`src/rtl/rank_streamer.sv`:
```
// rank_streamer: loads 7 scores, sorts ids by score with an odd-even transposition
// sort (one layer per cycle), then streams ids in rank order with a pass/fail count.
module rank_streamer (
  input  logic       clk,
  input  logic       rst,
  input  logic       in_valid,
  input  logic [3:0] in_score,
  input  logic [2:0] opt,
  input  logic [1:0] a,
  input  logic [2:0] b,
  output logic       out_valid,
  output logic [2:0] out_id,
  output logic [2:0] out_cnt
);
  typedef enum logic [1:0] {IDLE, LOAD, SORT, OUT} state_t;
  state_t state, state_n;
  logic [2:0] cnt, cnt_n;
  logic [2:0] opt_r;
  logic [1:0] a_r;
  logic [2:0] b_r;
  logic signed [4:0] key [7];
  logic signed [4:0] key_s [7];
  logic [2:0] ids [7];
  logic [2:0] ids_s [7];
  logic signed [4:0] val;
  logic sgn;
  logic signed [7:0] sum, avg;
  logic signed [8:0] thr, a1, bb, kk, t;
  logic [2:0] p;
  assign sgn = state == IDLE ? opt[0] : opt_r[0];
  assign val = sgn ? {in_score[3], in_score} : {1'b0, in_score};
  always_comb begin
    state_n = state;
    if (state == IDLE && in_valid) state_n = LOAD;
    else if (state != IDLE && cnt == 3'd6) state_n = state == LOAD ? SORT : state == SORT ? OUT : IDLE;
    cnt_n = state_n != state ? (state_n == LOAD ? 3'd1 : 3'd0) : (state == IDLE ? 3'd0 : cnt + 3'd1);
  end
  // even cycles compare (0,1),(2,3),(4,5); odd cycles (1,2),(3,4),(5,6); strict compare keeps ties in id order
  always_comb begin
    key_s = key;
    ids_s = ids;
    for (int i = 0; i < 6; i++)
      if ((i[0] == cnt[0]) && (opt_r[1] ? key[i] < key[i+1] : key[i] > key[i+1])) begin
        key_s[i] = key[i+1];
        key_s[i+1] = key[i];
        ids_s[i] = ids[i+1];
        ids_s[i+1] = ids[i];
      end
  end
  // pass count is order-independent, so it is derived straight from the held keys
  assign a1 = $signed({6'd0, a_r} + 9'd1);
  assign bb = $signed({6'd0, b_r});
  always_comb begin
    sum = '0;
    for (int i = 0; i < 7; i++) sum = sum + {{3{key[i][4]}}, key[i]};
    avg = sum / 8'sd7;
    thr = $signed({avg[7], avg}) - $signed({7'd0, a_r});
    p = '0;
    kk = '0;
    t = '0;
    for (int i = 0; i < 7; i++) begin
      kk = {{4{key[i][4]}}, key[i]};
      t = kk >= 0 ? kk * a1 + bb : kk / a1 + bb;
      p = p + 3'(t >= thr);
    end
  end
  always_ff @(posedge clk) begin
    if (rst) begin
      state <= IDLE;
      cnt <= '0;
      opt_r <= '0;
      a_r <= '0;
      b_r <= '0;
      for (int i = 0; i < 7; i++) begin
        key[i] <= '0;
        ids[i] <= '0;
      end
    end else begin
      state <= state_n;
      cnt <= cnt_n;
      if (state == IDLE && in_valid) begin
        opt_r <= opt;
        a_r <= a;
        b_r <= b;
        key[0] <= val;
        ids[0] <= 3'd0;
      end else if (state == LOAD) begin
        key[cnt] <= val;
        ids[cnt] <= cnt;
      end else if (state == SORT) begin
        key <= key_s;
        ids <= ids_s;
      end
    end
  end
  assign out_valid = state == OUT;
  assign out_id = out_valid ? ids[cnt] : 3'd0;
  assign out_cnt = out_valid ? (opt_r[2] ? 3'd7 - p : p) : 3'd0;
endmodule

```
`config.mk`:
```
export PLATFORM = sky130hd
export DESIGN_NAME = rank_streamer
export DESIGN_NICKNAME = d
export VERILOG_FILES = /design/src/rtl/rank_streamer.sv
export SDC_FILE = /design/constraint.sdc
export NUM_CORES = 1
export LEC_CHECK = 0
export CAP_MARGIN = 0
export CORE_MARGIN = 4
export CORE_UTILIZATION = 29
export CTS_BUF_LIST = sky130_fd_sc_hd__clkbuf_2 sky130_fd_sc_hd__clkbuf_4 sky130_fd_sc_hd__clkbuf_8
export CTS_CLUSTER_SIZE = 25
export DETAILED_ROUTE_END_ITERATION = 6
export GPL_ROUTABILITY_DRIVEN = 1
export MAX_ROUTING_LAYER = met4
export PLACE_DENSITY = 0.41
export SYNTH_ARGS = -nofsm -noshare
export SYNTH_HDL_FRONTEND = slang
export SYNTH_SLANG_ARGS = --single-unit
```
`constraint.sdc`:
```
create_clock -name clk -period 25.7 [get_ports clk]
set_input_delay 5.14 -clock clk [delete_from_list [all_inputs] [get_ports clk]]
set_output_delay 5.14 -clock clk [all_outputs]
set_load 0.05 [all_outputs]
```
==> results.sh <==
export IMPL_design_area_um2=28900
export IMPL_hpwl_mm=72.08
export IMPL_crit_type="reg2out"
export IMPL_finalSetupViolations=0
export IMPL_max_stage_delay_ns=0.55
export IMPL_hold_path_class="reg2reg"
export IMPL_start_util_pct=29.20
export IMPL_clk_path_buf_depth=2
export IMPL_crit_top_cell="ha_1"
export IMPL_grtUsageTotal_pct=18.78
export IMPL_ys_warn_count=0
export IMPL_maxSlewHeadroom_pct=17.42
export IMPL_r2r_cells=15
export IMPL_cts_tree="yes"
export IMPL_cp_top_family="compound AO/OA/AOI/OAI gates"
export IMPL_wl_met1_mm=47.26
export IMPL_crit_fanout=8
export IMPL_arrival_ns=19.13
export IMPL_clk_pin_slew_ns=0.09
export IMPL_vias_per_cell=5.297
export IMPL_r2r_slack_ns=20.81
export IMPL_die_w_um=311.6
export IMPL_status="completed"
export IMPL_grt_pass1_wl_mm=143.0
export IMPL_drive_above_1_share_pct=5.494
export IMPL_worstSetupStartpointType="register"
export IMPL_yosysSeqAreaShare_pct=5.169
export IMPL_fin_crit_ns=24.27
export IMPL_clock_sinks=69
export IMPL_netlist_cell_type_count=110
export IMPL_fmax_mhz=41.20
export IMPL_finalHoldViolations=0
export IMPL_holdWs_ns=0.4609
export IMPL_grt_remaining_overflow=0
export IMPL_ys_flop_type="dfxtp_1"
export IMPL_die_y_um=311.6
export IMPL_dieArea_um2=97070
export IMPL_highest_layer="met4"
export IMPL_worst_pin_slew_ns=1.230
export IMPL_wl_met2_mm=40.48
export IMPL_fin_nets=4266
export IMPL_placed_cell_area_um2=28590
export IMPL_r2r_start="key[14]$_SDFFE_PP0P_"
export IMPL_grt_max_degree=68
export IMPL_syn_area_um2=26720
export IMPL_drt_pass1_iterations=7
export IMPL_ys_seq_elements=69
export IMPL_syn_inst=3647
export IMPL_io_pins=22
export IMPL_async_flop_share_pct=0
export IMPL_end_kind="output port"
export IMPL_h_tree_depth=3
export IMPL_route_detailed_drc=0
export IMPL_portBuffers=21
export IMPL_clk_insertion_delay_late_ns=0.37
export IMPL_drv_cap=0
export IMPL_postRouteWirelength_mm=91.79
export IMPL_min_from="opt_r[0]$_SDFFE_PP0P_"
export IMPL_vias=25770
export IMPL_syn_to_final_growth_pct=8.156
export IMPL_required_ns=20.56
export IMPL_finalCritPeriodShare_pct=94.44
export IMPL_cts_made_buffers=9
export IMPL_final_setup_skew_ns=0.01493
export IMPL_path_buf_inv=10
export IMPL_gp_congestion=0.8401
export IMPL_fillers=10010
export IMPL_slowest_stage="or4_1"
export IMPL_wl_per_cell_um=18.87
export IMPL_slew_violations=0
export IMPL_multiInputGateArea_um2=23690
export IMPL_cts_root_buf="clkbuf_8"
export IMPL_antenna_found_initial=1
export IMPL_seq_area_um2=1385
export IMPL_first_iter_violations=1614
export IMPL_synth_avg_cell_area_um2=7.328
export IMPL_min_path_cells=2
export IMPL_core_rowCount=111
export IMPL_synth_edf_count=0
export IMPL_ant_nets=0
export IMPL_met3WireLength_mm=3.179
export IMPL_core_area_um2=91520
export IMPL_whs_endpoint="opt_r[0]$_SDFFE_PP0P_"
export IMPL_reg2reg_to="key[19]$_SDFFE_PP0P_"
export IMPL_grt_pass1_vias=24640
## kinds of logic after synthesis
group	count (synthesis)	share of synthesized area (%)
AND/OR/NAND/NOR	1209	22.34
AO/OA/AOI/OAI	986	24.73
adder cells (fa/ha/maj)	582	29.50
buffers and inverters	479	6.896
XOR/XNOR	206	6.751
multiplexers	115	4.602
flip-flops	69	5.169
other	1	0.01403
## metrics by stage
step / setup WS, ns / util [%] / instances / setup TNS (ns)
global placement: 1.140 / 31.24 / 4841 / 0
floorplan: 0.2162 / - / 3674 / 0
CTS: 0.3082 / 31.46 / 4857 / 0
global route: -0.01930 / 31.58 / 4863 / -0.01930
detailed placement: 0.7770 / 31.24 / 4841 / 0
finish: 1.430 / 31.58 / 4864 / 0
## worst reg2reg max path, cell delays in order, from the launching register on
cell      delay, ns
dfxtp_1        0.36
buf_4          0.38
inv_1          0.36
ha_1           0.42
and3_1         0.18
o21ai_0        0.10
nand4_1        0.09
o21ai_0        0.12
a311oi_1       0.27
a21oi_1        0.16
nor2_1         0.73
o21ai_0        0.16
a21oi_1        0.96
o221ai_1       0.27
o21ai_0        0.14
nor2_1         0.05
## registers in the layout (all words and copies together), names as in the netlist
register  flops
a_r           2
ids          21
opt_r         3
cnt           3
b_r           3
key          35
state         2
## synth_stat cells, types with 31 or more instances
| cell | number | share of area (%) |
|---|---|---|
| xnor2_1 | 155 | 5.1 |
| nor3_1 | 123 | 2.3 |
| nand4_1 | 34 | 0.80 |
| a211oi_1 | 52 | 1.5 |
| a21oi_1 | 260 | 4.9 |
| nor2b_1 | 64 | 1.5 |
| dfxtp_1 | 69 | 5.2 |
| clkbuf_1 | 66 | 0.93 |
| nand2_1 | 216 | 3.0 |
| o211ai_1 | 33 | 0.93 |
| nand3_1 | 75 | 1.4 |
| nand2b_1 | 67 | 1.6 |
| nor2_1 | 402 | 5.6 |
| xor2_1 | 51 | 1.7 |
| o31ai_1 | 31 | 0.87 |
| mux2_2 | 36 | 1.5 |
| or3_1 | 35 | 0.82 |
| a31oi_1 | 34 | 0.80 |
| ha_1 | 498 | 23 |
| inv_1 | 375 | 5.3 |
| and2_1 | 32 | 0.75 |
| o21a_1 | 66 | 1.9 |
| a21o_1 | 64 | 1.8 |
| and3_1 | 38 | 0.89 |
| fa_1 | 81 | 6.1 |
| mux2i_1 | 74 | 2.8 |
| o21ai_0 | 172 | 3.2 |
## how the worst max path moves through the flow
stage / endpoint / cells after the start / slack, ns / start
after detailed placement: out_cnt[1] / 83 / 0.78 / a_r[1]$_SDFFE_PP0P_
after global placement: out_cnt[1] / 83 / 1.14 / a_r[1]$_SDFFE_PP0P_
final: out_cnt[1] / 83 / 1.43 / a_r[1]$_SDFFE_PP0P_
after global routing: out_cnt[1] / 84 / -0.02 / a_r[1]$_SDFFE_PP0P_
after CTS: out_cnt[1] / 83 / 0.31 / a_r[1]$_SDFFE_PP0P_
after floorplan: out_cnt[1] / 87 / 0.22 / a_r[0]$_SDFFE_PP0P_
## placed cells by master, fill, tap and decap left out, types with 31 or more instances in the layout
| cell | n |
|---|---|
| or3_1 | 35 |
| mux2_2 | 36 |
| xor2_1 | 50 |
| a31oi_1 | 33 |
| o21a_1 | 66 |
| nor2_1 | 398 |
| nor2b_1 | 60 |
| fa_1 | 81 |
| a21oi_1 | 260 |
| a21o_1 | 64 |
| o21ai_0 | 170 |
| and2_1 | 32 |
| nand3_1 | 75 |
| a211oi_1 | 51 |
| buf_4 | 63 |
| mux2i_1 | 74 |
| xnor2_1 | 155 |
| nand2_1 | 216 |
| inv_1 | 374 |
| o211ai_1 | 33 |
| nand2b_1 | 67 |
| dfxtp_1 | 68 |
| o31ai_1 | 31 |
| nand4_1 | 34 |
| and3_1 | 38 |
| nor3_1 | 122 |
| ha_1 | 497 |
## metal layers
| layer | global-route usage, % | vias to the layer above |
|---|---|---|
| li1 | - | 13210 |
| met1 | 27.22 | 12100 |
| met2 | 29.45 | 401 |
| met3 | 1.556 | 55 |
| met4 | 1.805 | 0 |
| met5 | - | - |
## layout make-up
type,count,share of cell area (%)
clock buffers,12,0.5281
flip-flops and latches,69,4.792
multi-input cells,3126,81.94
repair buffers,84,2.450
clock inverters,4,0.1645
diodes,1,0.008658
well taps,1186,5.134
inverters,382,4.978
## what timing repair did
action | CTS | global route
hold buffers | 0 | 0
gates resized for setup | 0 | 17
buffers inserted | 0 | 6
setup endpoints to repair | 0 | 3
Power is left out: the tool's default activity adds up to more than one toggle a clock period on the data nets, which glitch-free logic cannot reach.
